--- config.mk ---
export PLATFORM = sky130hd
export DESIGN_NAME = crc16_d16
export DESIGN_NICKNAME = d
export VERILOG_FILES = /design/src/rtl/crc16_pkg.sv /design/src/rtl/crc16_d16_next.sv /design/src/rtl/crc16_d16.sv
export SDC_FILE = /design/constraint.sdc
export NUM_CORES = 1
export LEC_CHECK = 0
export ABC_AREA = 1
export CORE_MARGIN = 1.5
export CORE_UTILIZATION = 47
export DETAILED_ROUTE_END_ITERATION = 7
export HOLD_SLACK_MARGIN = 0.02
export PLACE_DENSITY = 0.9
export SYNTH_ARGS = -nofsm -noshare
export SYNTH_HDL_FRONTEND = slang
export SYNTH_SLANG_ARGS = --single-unit
--- constraint.sdc ---
create_clock -name clk -period 1.5 [get_ports clk]
set_input_delay 0.15 -clock clk [delete_from_list [all_inputs] [get_ports clk]]
set_output_delay 0.15 -clock clk [all_outputs]
set_load 0.02 [all_outputs]
--- src/rtl/crc16_pkg.sv ---
// Shared CRC-16 types, polynomials and the serial step function.
package crc16_pkg;

  typedef logic [15:0] crc16_t;

  localparam crc16_t CRC16_CCITT_POLY = 16'h1021;
  localparam crc16_t CRC16_IBM_POLY   = 16'h8005;

  // 16 MSB-first LFSR steps; d[15] enters first.
  function automatic crc16_t crc16_next(
    input crc16_t c,
    input crc16_t d,
    input crc16_t poly
  );
    crc16_t r;
    logic   fb;
    r = c;
    for (int i = 15; i >= 0; i--) begin
      fb = r[15] ^ d[i];
      r  = {r[14:0], 1'b0} ^ (fb ? poly : 16'h0000);
    end
    return r;
  endfunction

endpackage

--- src/rtl/crc16_d16_next.sv ---
// Combinational fold of one 16-bit word into a CRC-16 value.
module crc16_d16_next
  import crc16_pkg::*;
#(
  parameter crc16_t POLY = CRC16_CCITT_POLY
) (
  input  logic [15:0] c,
  input  logic [15:0] d,
  output logic [15:0] nxt
);

  always_comb begin
    nxt = crc16_next(c, d, POLY);
  end

endmodule

--- src/rtl/crc16_d16.sv ---
// Parallel CRC-16, one data word per clock.
// Registered output; reset and sync both reload INIT.
module crc16_d16
  import crc16_pkg::*;
#(
  parameter crc16_t POLY = CRC16_CCITT_POLY,
  parameter crc16_t INIT = 16'h0000
) (
  input  logic        clk,
  input  logic        reset,
  input  logic        sync,
  input  logic [15:0] Data,
  output logic [15:0] newcrc
);

  crc16_t crc_q;
  crc16_t crc_d;
  crc16_t fold;

  crc16_d16_next #(
    .POLY(POLY)
  ) u_next (
    .c  (crc_q),
    .d  (Data),
    .nxt(fold)
  );

  // The mux keeps an X on Data out of the register.
  always_comb begin
    crc_d = fold;
    if (reset || sync) begin
      crc_d = INIT;
    end
  end

  always_ff @(posedge clk) begin
    crc_q <= crc_d;
  end

  assign newcrc = crc_q;

endmodule

==> results of run 1 <==
==> power groups by stage <==
stage | registers [mW] | logic [mW] | clock network (mW)
2_1_floorplan | 0.917 | 1.56 | 0
3_3_place_gp | 0.738 | 2.60 | 0
3_5_place_dp | 0.746 | 2.65 | 0
4_1_cts | 0.739 | 2.68 | 0.293
5_1_grt | 0.790 | 3.05 | 0.315
6_report | 0.764 | 2.76 | 0.292
==> through the flow <==
| stage | util | setup TNS, ps |
|---|---|---|
| floorplan | - | 0 |
| global placement | 0.687 | -1720 |
| detailed placement | 0.687 | -2250 |
| CTS | 0.700 | 0 |
| global route | 0.734 | -3.02 |
| finish | 0.734 | 0 |
==> logic make-up after synthesis <==
group	after synthesis
AO/OA/AOI/OAI	8
AND/OR/NAND/NOR	115
XOR/XNOR	28
buffers and inverters	14
flip-flops	16
==> final timing paths <==
kind | endpoint | slack (ps) | cells past startpoint
worst min-delay path | newcrc[9] | 470 | 5
worst max-delay path | newcrc[10] | 50 | 1
worst max register to register | newcrc[5] | 110 | 11
worst min register to register | newcrc[9] | 780 | 4
==> timing repair <==
action,CTS,global route
gates resized for setup,2,21
hold buffers,0,0
buffers inserted,0,1
gates cloned,0,0
pin swaps,0,3
setup endpoints to repair,2,17
==> final cells by class <==
cell class	instances	area (um2)	share of cell area
Clock buffer	4	36.3	0.0201
Timing Repair Buffer	51	480	0.267
Inverter	13	48.8	0.0271
Sequential cell	16	328	0.182
Multi-Input combinational cell	151	871	0.483
Tap cell	30	37.5	0.0208
==> layout by cell type, fill, tap and decap left out, drive strengths merged <==
master	instances
xnor2	12
nand3b	2
o21ai	2
nor2	22
xor2	16
nand3	16
buf	17
dlygate4sd2	2
nor3	1
dfxtp	16
clkdlybuf4s50	26
dlymetal6s2s	6
nand2	74
a21oi	6
inv	13
clkbuf	4
==> worst reg2reg max path: cells and delay by family (launching register included) <==
family	cells	cell delay, ps
AND/OR/NAND/NOR	9	780
flip-flops	1	360
buffers and inverters	2	180
==> routing by layer <==
layer / track usage / share of wire
met5: 0 / 0
met1: 0.252 / 0.42
met4: 0.0769 / 0.011
met3: 0.0250 / 0.056
met2: 0.364 / 0.51
==> impl_metrics.py, run 1 <==
metrics = {
    "place": {
        "place_area_um2": 1690,
        "placed_cells": 260,
        "pre_cts_ws_ps": -196,
        "hpwl_um": 2150,
        "place_congestion": 0.819,
        "port_buffers": 34,
    },
    "cells_and_area": {
        "nets": 255,
        "final_layout_size_suffix_gt1_frac": 0.243,
        "fillers": 183,
        "design_area_um2": 1800,
        "largest_register_ffs": 16,
        "syn_to_final_growth_pct": 50.0,
        "antenna_cells": 0,
        "stdcell_count": 265,
    },
    "job": {
        "max_cap_violations": 0,
    },
    "logic_synthesis": {
        "synth_edf_count": 0,
        "synth_top_family_by_area": "simple AND/OR/NAND/NOR gates",
        "ys_types": 18,
        "synth_top_area_cell": "dfxtp_1",
        "netlist.area_leader.share": 0.267,
        "synthMuxAreaShare": 0,
        "netlist_instances": 181,
        "syn_area_per_cell_um2": 6.64,
        "ys_seq_elements": 16,
        "synthArstFlopShare": 0,
        "yosysWarnings": 0,
        "synth-main-ff-cell": "dfxtp_1",
        "synth_fa_ha_area_frac": 0,
        "synthTopCellsByArea": "dfxtp_1 27%, nand2_1 17%, xor2_1 11%, nand2_2 9.4%, xnor2_1 8.0%",
        "yosys.area_share.simple": 0.431,
        "synthXorXnorAreaFrac": 0.217,
        "synth_compound_area_frac": 0.0333,
        "synth_most_common_cell": "nand2_1",
        "synthTopCellsByCount": "55 x nand2_1, 22 x nor2_1, 18 x nand2_2",
        "synth_area_um2": 1200,
        "syn-num-nets": 200,
        "synth-seq-area-share": 0.267,
    },
    "floorplan": {
        "chipWidth_um": 53.6,
        "core_area_um2": 2450,
        "die_area_um2": 2870,
        "row_count": 18,
        "fp.dieH_um": 53.6,
        "ios": 35,
        "start_util": 0.489,
    },
    "sta": {
        "period_share": 0.966,
        "hold-worst-slack_ps": 468,
        "fin_worst_skew_ps": 8.03,
        "hold_viol": 0,
        "period_needed_ps": 1450,
        "worst_slew_pin_slew_ps": 310,
        "fmax_mhz": 690,
        "setup_slack_ps": 50.9,
        "max_slew_margin": 0.792,
        "final-setup-viol-count": 0,
        "slew_viol_final": 0,
    },
    "worst_setup_path": {
        "cp-start-kind": "flop",
        "worstPathRequired_ps": 1350,
        "critPathTopFamily": "buffers and inverters",
        "startpoint": "newcrc[10]",
        "cp_slowest_cell": "clkdlybuf4s50_1",
        "cp_num_buf_inv": 1,
        "reg2reg_from": "newcrc[15]",
        "path_cells": "clkdlybuf4s50_1",
        "crit_type": "reg2out",
        "path_max_fanout": 3,
        "worstPathArrival_ps": 1300,
        "max_stage_delay_ps": 620,
        "endpoint_kind": "output port",
    },
    "worst_hold_path": {
        "hold_class": "in2reg",
        "hp-start": "Data[13]",
    },
    "clock_network": {
        "clk_latency_ps": 290,
        "cts-root-buf": "clkbuf_4",
        "cts_sinks": 16,
        "cts.clk_slew.worst_paths_ps": 100,
        "cts_made_buffers": 3,
        "htreeDepth": 1,
        "cts_tree": "yes",
        "clk_path_buf_depth": 2,
    },
    "route": {
        "wl_per_cell_um": 10.8,
        "drc": 0,
        "viasPerCell": 4.92,
        "routed_wl_um": 2850,
        "dr.pass1.iters": 4,
        "drtAntennaViolNets": 0,
        "vias": 1304,
        "drtIter0Drc": 32,
    },
    "power_and_ir_drop": {
        "leakage_nw": 0.959,
        "combPwrFrac": 0.723,
        "ir_drop_mv": 1.64,
        "clkPwrFrac": 0.077,
        "p_sw_mw": 1.85,
        "swShare": 0.484,
        "intPower_mw": 1.97,
        "seqPwrFrac": 0.200,
        "total_power_mw": 3.81,
        "p_per_area_nw_per_um2": 2120,
    },
    "grt": {
        "grt_pass1_vias": 1091,
        "grt_pass1_wl_um": 4330,
        "gr-usage-all-layers": 0.205,
        "grt_overflow": 0,
        "antenna_found_initial": 0,
        "grt_max_degree": 10,
    },
    "outcome": {
        "outcome": "finished clean",
    },
}
(Power assumes the default switching activity.)
==> run 2: changes to the inputs <==
CELL_PAD_IN_SITES_DETAIL_PLACEMENT = 0   (was unset)
CELL_PAD_IN_SITES_GLOBAL_PLACEMENT = 1   (was unset)
CORE_MARGIN = unset   (was 1.5)
CORE_UTILIZATION = 32   (was 47)
PLACE_DENSITY = 0.89   (was 0.9)
==> impl_metrics.py, run 2 (same netlist as run 1, synthesis figures left out) <==
metrics = {
    "worst_setup_path": {
        "worstPathRequired_ps": 1350,
        "path_max_fanout": 3,
        "worstPathArrival_ps": 1260,
        "cp-start-kind": "flop",
        "r2r_setup_slack_ps": 130,
        "reg2regPathDepth": 8,
        "max_stage_delay_ps": 630,
        "reg2reg_from": "newcrc[12]",
        "critPathTopFamily": "buffers and inverters",
        "path_cells": "clkdlybuf4s50_1",
        "r2r-end": "newcrc[13]",
        "endpoint_kind": "output port",
        "cp_slowest_cell": "clkdlybuf4s50_1",
        "crit_type": "reg2out",
        "cp_num_buf_inv": 1,
    },
    "cells_and_area": {
        "layout_commonest_cell": "nand2_1",
        "syn_to_final_growth_pct": 53.6,
        "antenna_cells": 0,
        "layout_common_cells": "53 x nand2_1, 31 x clkdlybuf4s50_1, 21 x nor2_1, 17 x buf_4, 16 x nand2_2",
        "fillers": 350,
        "seqCellArea_um2": 325,
        "final_layout_size_suffix_gt1_frac": 0.243,
        "largest_register_ffs": 16,
        "multi_input_area_um2": 883,
        "design_area_um2": 1850,
        "nets": 255,
    },
    "sta": {
        "max_slew_margin": 0.774,
        "period_needed_ps": 1410,
        "slew_viol_final": 0,
        "period_share": 0.942,
        "hold-worst-slack_ps": 461,
        "fin_tns_setup_ps": 0,
        "hold_viol": 0,
        "worst_slew_pin_slew_ps": 338,
        "fin_worst_skew_ps": 0.609,
        "final-setup-viol-count": 0,
        "fmax_mhz": 708,
        "rsz0062_at_grt": "no",
        "setup_slack_ps": 87.0,
    },
    "outcome": {
        "outcome": "finished clean",
    },
    "floorplan": {
        "core_area_um2": 3470,
        "chipWidth_um": 63.3,
        "row_count": 21,
        "die_area_um2": 4000,
        "start_util": 0.346,
        "ios": 35,
        "fp.dieH_um": 63.3,
    },
    "power_and_ir_drop": {
        "p_per_area_nw_per_um2": 2140,
        "ir_drop_mv": 1.03,
        "leakage_nw": 0.906,
    },
    "grt": {
        "gr-usage-all-layers": 0.154,
        "grt_overflow": 0,
        "grt_max_degree": 10,
        "antenna_found_initial": 0,
        "grt_pass1_wl_um": 4940,
        "grt_pass1_vias": 1151,
    },
    "clock_network": {
        "htreeDepth": 1,
        "cts-root-buf": "clkbuf_8",
        "cts.clk_slew.worst_paths_ps": 70,
        "clk_latency_ps": 250,
        "postCtsSetupBuffers": 0,
        "clk_path_buf_depth": 2,
        "cts_sinks": 16,
        "cts_tree": "yes",
        "cts_made_buffers": 3,
    },
    "route": {
        "routed_wl_um": 2770,
        "dr.pass1.iters": 4,
        "drc": 0,
        "viasPerCell": 4.30,
        "vias": 1208,
        "drtAntennaViolNets": 0,
        "wl_per_cell_um": 9.86,
        "drtIter0Drc": 45,
    },
    "job": {
        "max_cap_violations": 0,
    },
    "worst_hold_path": {
        "hold_class": "in2reg",
        "hp-start": "Data[13]",
        "min_path_cells": 5,
        "whs_endpoint": "newcrc[9]",
    },
    "place": {
        "pre_cts_ws_ps": -201,
        "place_congestion": 0.864,
        "place_area_um2": 1710,
        "hpwl_um": 2140,
        "port_buffers": 34,
    },
}
-- run 2: changes by cell type in the layout (fill, tap and decap cells not counted), moves of 2 or more --
cell,change
dlygate4sd2_1,-2
xnor2_1,+2
clkbuf_8,+3
clkdlybuf4s50_1,+5
dlymetal6s2s_1,-3
dfxtp_1,+2
dfxtp_2,-2
clkbuf_4,-3
nand2_4,+2
xnor2_2,-2
-- run 2: area by class of cell --
cell class,instances,area share
inverter,13,0.0264
clock buffer,4,0.0298
tap,46,0.0312
multi-input combinational,151,0.479
sequential,16,0.176
timing repair buffer,51,0.258
-- run 2: per-layer routing --
layer  global-route usage  vias to the layer above  share of wire
met2                0.254                       25           0.46
met1                0.202                      515           0.49
li1                     -                      666              -
met4               0.0341                        0         0.0047
met3               0.0380                        2          0.039
met5                    0                        -              0
-- run 2: worst max-delay path by stage --
stage,start,endpoint,slack (ps),cells past startpoint
floorplan,newcrc[13],newcrc[13],70,10
global placement,Data[13],newcrc[13],-190,11
detailed placement,Data[13],newcrc[13],-200,11
CTS,newcrc[12],newcrc[12],40,1
global route,newcrc[12],newcrc[12],3,8
finish,newcrc[7],newcrc[7],90,1
-- run 2: repair_timing --
item | CTS | global route
resized for setup | 0 | 20
setup endpoints to repair | 0 | 13
hold buffers | 0 | 0
-- run 2: per-stage QoR --
stage                     power [mW]  std cells   util
after floorplan                 2.47        181      -
after global placement          3.40        277  0.494
after detailed placement        3.42        277  0.494
after CTS                       3.84        281  0.510
after global routing            4.31        281  0.532
final                           3.95        281  0.532
-- run 2: report_power, final --
part           switching [mW]  total (mW)  internal, mW  leakage (nW)
clock                   0.160       0.393         0.233        0.0288
sequential              0.161       0.754         0.593         0.133
combinational            1.54        2.80          1.26         0.744
total                    1.86        3.95          2.09         0.906
